`config.mk`:
```
export PLATFORM = sky130hd
export DESIGN_NAME = alu_divider
export DESIGN_NICKNAME = d
export VERILOG_FILES = /design/src/rtl/alu_divider.sv
export SDC_FILE = /design/constraint.sdc
export NUM_CORES = 1
export LEC_CHECK = 0
export ABC_CLOCK_PERIOD_IN_PS = 2200
export BUFFER_PORTS_ARGS = -buffer_cell sky130_fd_sc_hd__buf_2
export CORE_MARGIN = 5
export CORE_UTILIZATION = 49
export CTS_CLUSTER_SIZE = 10
export DETAILED_ROUTE_END_ITERATION = 8
export HOLD_SLACK_MARGIN = 0.05
export PLACE_DENSITY = 0.77
export SLEW_MARGIN = 20
export SYNTH_ARGS = -nofsm -noshare
export SYNTH_HDL_FRONTEND = slang
export SYNTH_SLANG_ARGS = --single-unit
```
`constraint.sdc`:
```
create_clock -name iClk -period 2.2 [get_ports iClk]
set_input_delay 0.22 -clock iClk [delete_from_list [all_inputs] [get_ports iClk]]
set_output_delay 0.22 -clock iClk [all_outputs]
set_load 0.05 [all_outputs]
```
`src/rtl/alu_divider.sv`:
```
// alu_divider: restoring unsigned divider that borrows an external combinational ALU for its SUB steps
package alu_defs;
    localparam logic [3:0] AND = 4'b0000;
    localparam logic [3:0] OR  = 4'b0001;
    localparam logic [3:0] ADD = 4'b0010;
    localparam logic [3:0] SUB = 4'b0110;
    typedef struct packed {
        logic carryOut;
        logic zero;
        logic negative;
        logic overflow;
    } t_flag;
endpackage

module alu_divider #(
    parameter int N = 32
) (
    input  logic                  iClk,
    input  logic                  iRst_n,
    input  logic                  iStart,
    input  logic [N-1:0]          iDividend,
    input  logic [N-1:0]          iDivisor,
    output logic                  oBusy,
    output logic                  oDone,
    output logic [N-1:0]          oQuotient,
    output logic [N-1:0]          oRemainder,
    output logic                  oDivByZero,
    output logic [N-1:0]          oAluX,
    output logic [N-1:0]          oAluY,
    output logic [3:0]            oAluOp,
    input  logic [N-1:0]          iAluF,
    input  alu_defs::t_flag       iAluFlag
);
    localparam int CW = $clog2(N + 1);
    typedef enum logic [1:0] {IDLE, RUN, DONE} t_state;
    t_state         state_q, state_d;
    logic [N-1:0]   q_q, q_d, d_q, d_d, p_q, p_d;
    logic [CW-1:0]  cnt_q, cnt_d;
    logic [N-1:0]   quotient_q, quotient_d, remainder_q, remainder_d;
    logic           div_by_zero_q, div_by_zero_d;
    logic [N-1:0]   shifted, p_step, q_step;
    logic           ov, take, last_step;
    logic           unused_flags;
    // ov means the shifted remainder has N+1 bits, so it always exceeds D and the wrapped difference is exact
    assign shifted      = {p_q[N-2:0], q_q[N-1]};
    assign ov           = p_q[N-1];
    assign take         = ov | ~iAluFlag.carryOut;
    assign p_step       = take ? iAluF : shifted;
    assign q_step       = {q_q[N-2:0], take};
    assign last_step    = cnt_q == CW'(1);
    assign oAluOp       = alu_defs::SUB;
    assign oQuotient    = quotient_q;
    assign oRemainder   = remainder_q;
    assign oDivByZero   = div_by_zero_q;
    assign unused_flags = ^{iAluFlag.zero, iAluFlag.negative, iAluFlag.overflow};
    // State register
    always_ff @(posedge iClk or negedge iRst_n) begin
        if (!iRst_n) state_q <= IDLE;
        else         state_q <= state_d;
    end
    // Next state: zero divisor skips RUN, RUN lasts exactly N steps
    always_comb begin
        state_d = IDLE;
        case (state_q)
            IDLE:    state_d = iStart ? ((iDivisor == '0) ? DONE : RUN) : IDLE;
            RUN:     state_d = last_step ? DONE : RUN;
            default: state_d = IDLE;
        endcase
    end
    // FSM outputs; the ALU operands are parked at zero outside RUN
    always_comb begin
        oBusy = state_q != IDLE;
        oDone = state_q == DONE;
        oAluX = (state_q == RUN) ? shifted : '0;
        oAluY = (state_q == RUN) ? d_q : '0;
    end
    // Datapath next values; results are captured on the edge that enters DONE so they are valid with oDone
    always_comb begin
        q_d           = q_q;
        d_d           = d_q;
        p_d           = p_q;
        cnt_d         = cnt_q;
        quotient_d    = quotient_q;
        remainder_d   = remainder_q;
        div_by_zero_d = div_by_zero_q;
        if (state_q == IDLE && iStart) begin
            if (iDivisor != '0) begin
                q_d   = iDividend;
                d_d   = iDivisor;
                p_d   = '0;
                cnt_d = CW'(N);
            end else begin
                quotient_d    = '1;
                remainder_d   = iDividend;
                div_by_zero_d = 1'b1;
            end
        end else if (state_q == RUN) begin
            q_d   = q_step;
            p_d   = p_step;
            cnt_d = cnt_q - 1'b1;
            if (last_step) begin
                quotient_d    = q_step;
                remainder_d   = p_step;
                div_by_zero_d = 1'b0;
            end
        end
    end
    // Datapath registers
    always_ff @(posedge iClk or negedge iRst_n) begin
        if (!iRst_n) begin
            q_q           <= '0;
            d_q           <= '0;
            p_q           <= '0;
            cnt_q         <= '0;
            quotient_q    <= '0;
            remainder_q   <= '0;
            div_by_zero_q <= 1'b0;
        end else begin
            q_q           <= q_d;
            d_q           <= d_d;
            p_q           <= p_d;
            cnt_q         <= cnt_d;
            quotient_q    <= quotient_d;
            remainder_q   <= remainder_d;
            div_by_zero_q <= div_by_zero_d;
        end
    end
endmodule
```
==> out/metrics.csv <==
stage,metric,value,unit
flow_run,maxCapViolations,0,
timing,period_share,96.5,%
die,io_pins,238,
clock_tree,clk_pin_slew_worst_paths,60,ps
clock_tree,cts-htree-levels,4,
setup_path,worstSetupStartpointType,input port,
detailed_routing,routed-via-count,6960,
setup_path,critPathCaptureType,flip-flop,
synth,synth_top_area_share,55.5,%
detailed_routing,drt_pass1_iterations,6,
synth,postSynthAreaPerCell,9.79,sq um
global_routing,grt_pass1_wl,36800,um
timing,fin_setup_tns,0,ps
cells_and_area,nets,1154,
timing,max_freq,471,MHz
cells_and_area,fill_cells,1179,
pwr,p_per_area,1830,nW/um^2
timing,tightest_slew,614,ps
setup_path,crit_arrival,2420,ps
setup_path,r2r_end,oRemainder[12]$_DFFE_PN0P_,
global_routing,grt_use_met1,34.0,%
die,dieArea,18100,sq um
pwr,vdd.ir_drop.worst,0.00128,V
status,status,"finished, final reports clean",
synth,synth_top_family_by_area,simple AND/OR/NAND/NOR gates,
synth,synth-simple-area-share,18.9,%
worst_hold_path,min_from,iDividend[18],
clock_tree,clkLatencyLatePin,430,ps
global_routing,grt_usage,25.6,%
timing,finalSetupViolCount,0,
setup_path,rrSetupSlack,250,ps
clock_tree,cts_tree,built,
pwr,p_leak,5.05,nW
synth,synthArstFlopShare,100,%
worst_hold_path,whs_path_depth,2,
global_routing,use_met2,41.1,%
timing,slew_headroom,59.0,%
global_routing,use_met3,7.86,%
synth,synth_compound_area_share,14.5,%
cells_and_area,final_cell_mix,"buf_2 (229), dfrtp_1 (169), nand2_1 (134)",
synth,ys_ff_latch,169,
synth,ys_types,30,
cells_and_area,final_common_cell,buf_2,
clock_tree,cts-root-buf,clkbuf_16,
synth,synthAdderAreaFrac,0.328,%
worst_hold_path,worstHoldPathType,input port to flip-flop,
placement,gp_congestion,0.825,
synth,dominantRegCellSynth,dfrtp_1,
clock_tree,cts_buffer_depth,2,
global_routing,grt_most_used_layer,met2,
detailed_routing,vias_per_cell,5.57,
cells_and_area,multi_input_area,3000,sq um
synth,ys_warn_count,0,
die,initial_utilization,50.1,%
die,die_h,135,um
cells_and_area,drive_above_1_share,28.5,%
synth,ys_seq_area_share,55.5,%
synth,synth-edff-count,0,
placement,portBuffers,230,
timing,slew_viol_final,0,
cells_and_area,syn2layout_area_growth,33.5,%
global_routing,grt_max_degree,55,
detailed_routing,drtIter0Drc,484,
setup_path,r2r_cells,5,
detailed_routing,drc,0,
placement,dpl.hpwl,14900,um
pwr,power,18.7,mW
setup_path,path_max_fanout,16,
setup_path,worstSetupPathType,input port to flip-flop,
global_routing,antenna_found_initial,0,
synth,synth_cells,778,
timing,final_hold_viol_count,0,
die,fp.dieW,135,um
setup_path,required,2500,ps
synth,synth.area.mux_share,4.47,%
clock_tree,cts-buffers-inserted,17,
die,num_rows,45,
worst_hold_path,hold_path_end,oRemainder[18]$_DFFE_PN0P_,
detailed_routing,wl,23200,um
global_routing,grt_pass1_vias,6996,
synth,netlist_top_cells_area,"dfrtp_1 (56%), nand2_1 (6.6%), and2_1 (5.3%), mux2i_1 (4.5%), a221o_1 (4.2%)",
die,core_area,15200,sq um
timing,finalCriticalPeriod,2120,ps
cells_and_area,regArea,4230,sq um
global_routing,grt_remaining_overflow,0,
synth,synth_area,7620,sq um
detailed_routing,wire_per_inst,18.6,um
setup_path,regToRegStartpoint,cnt_q[3]$_DFFE_PN0P_,
clock_tree,cts.sink_count,169,
timing,skew,20.7,ps
cells_and_area,diodes,0,
detailed_routing,drtAntennaViolNets,0,
synth,yosysTopAreaCell,dfrtp_1,
synth,synth_xor_area_share,0.115,%
==> synthesized netlist by cell type, types with 5 or more instances <==
cell and count:
a221o_1 32, buf_1 5, a21oi_1 42, nor2_1 42, clkbuf_1 25, o21ai_1 30, inv_1 35, nor3_1 7
buf_2 17, and2_1 64, o21ai_0 6, buf_4 12, dfrtp_1 169, nand2_1 134, o211ai_1 25, o22ai_1 31
mux2i_1 34, nand3_1 40
==> report_power, final <==
part           internal [mW]  total, mW  switching (mW)
combinational           2.78       10.2            7.45
sequential              4.64       5.59           0.951
clock                   1.61       2.84            1.23
total                   9.02       18.7            9.63
==> per-stage QoR <==
step	setup slack, ps	util [%]	std cells	hold WS (ps)	cell area [sq um]
final	76.9	66.9	1249	67.6	10200
after global routing	-4.31	66.9	1249	52.7	10200
after CTS	21.3	66.5	1245	50.7	10100
after detailed placement	44.7	59.3	1160	211	9010
after global placement	123	59.3	1160	209	9010
after floorplan	452	-	780	-75.6	7630
==> cell type report <==
| type | count | share of cell area [%] |
|---|---|---|
| sequential | 169 | 41.6 |
| multi-input combinational | 514 | 29.5 |
| timing repair buffer | 312 | 19.8 |
| clock buffer | 20 | 4.49 |
| tap | 188 | 2.31 |
| inverter | 35 | 1.29 |
| clock inverter | 11 | 0.972 |
==> state kept, by name, summed over array words and instances (netlist names) <==
signal and count:
oDivByZero 1, q_q 32, oRemainder 32, p_q 32, oQuotient 32, d_q 32, state_q 2, cnt_q 6
==> kinds of logic (layout without fill, tap and decap cells) <==
| family | count (synthesis) | count (layout) |
|---|---|---|
| simple gates | 305 | 306 |
| mux | 34 | 34 |
| xor+xnor | 1 | 1 |
| flops | 169 | 169 |
| compound gates | 167 | 167 |
| buf+inv | 98 | 378 |
| other cells | 2 | 4 |
| fa+ha+maj | 2 | 2 |
==> layer usage <==
metal	vias to the layer above	share of wire, %
li1	3218	-
met5	-	0
met2	318	48
met3	31	8.8
met4	0	1.5
met1	3393	42
==> worst max-delay path, stage by stage <==
cell and delay (ps):
dlygate4sd3_1 530, buf_2 130, nor4_1 410, nand4_1 140, buf_4 180, nor3_4 200, buf_12 150, nor2_4 110
a221o_1 340
==> how the worst max path moves through the flow <==
stage,startpoint,end,slack (ps),cells after the start
floorplan,state_q[0]$_DFF_PN0_,oAluX[13],450,4
global placement,iDivisor[9],p_q[24]$_DFFE_PN0P_,120,8
detailed placement,iDivisor[9],oRemainder[19]$_DFFE_PN0P_,40,6
CTS,iDivisor[2],oRemainder[17]$_DFFE_PN0P_,20,7
global route,iDivisor[10],oRemainder[17]$_DFFE_PN0P_,-4,9
finish,iDivisor[10],oRemainder[12]$_DFFE_PN0P_,80,9
==> repair_timing <==
item / CTS / global route
resized for setup: 0 / 3
endpoints found under the setup margin: 0 / 78
setup buffers: 0 / 3
hold buffers: 54 / 0
hold endpoints to repair: 102 / 0
(Power assumes the default switching activity.)
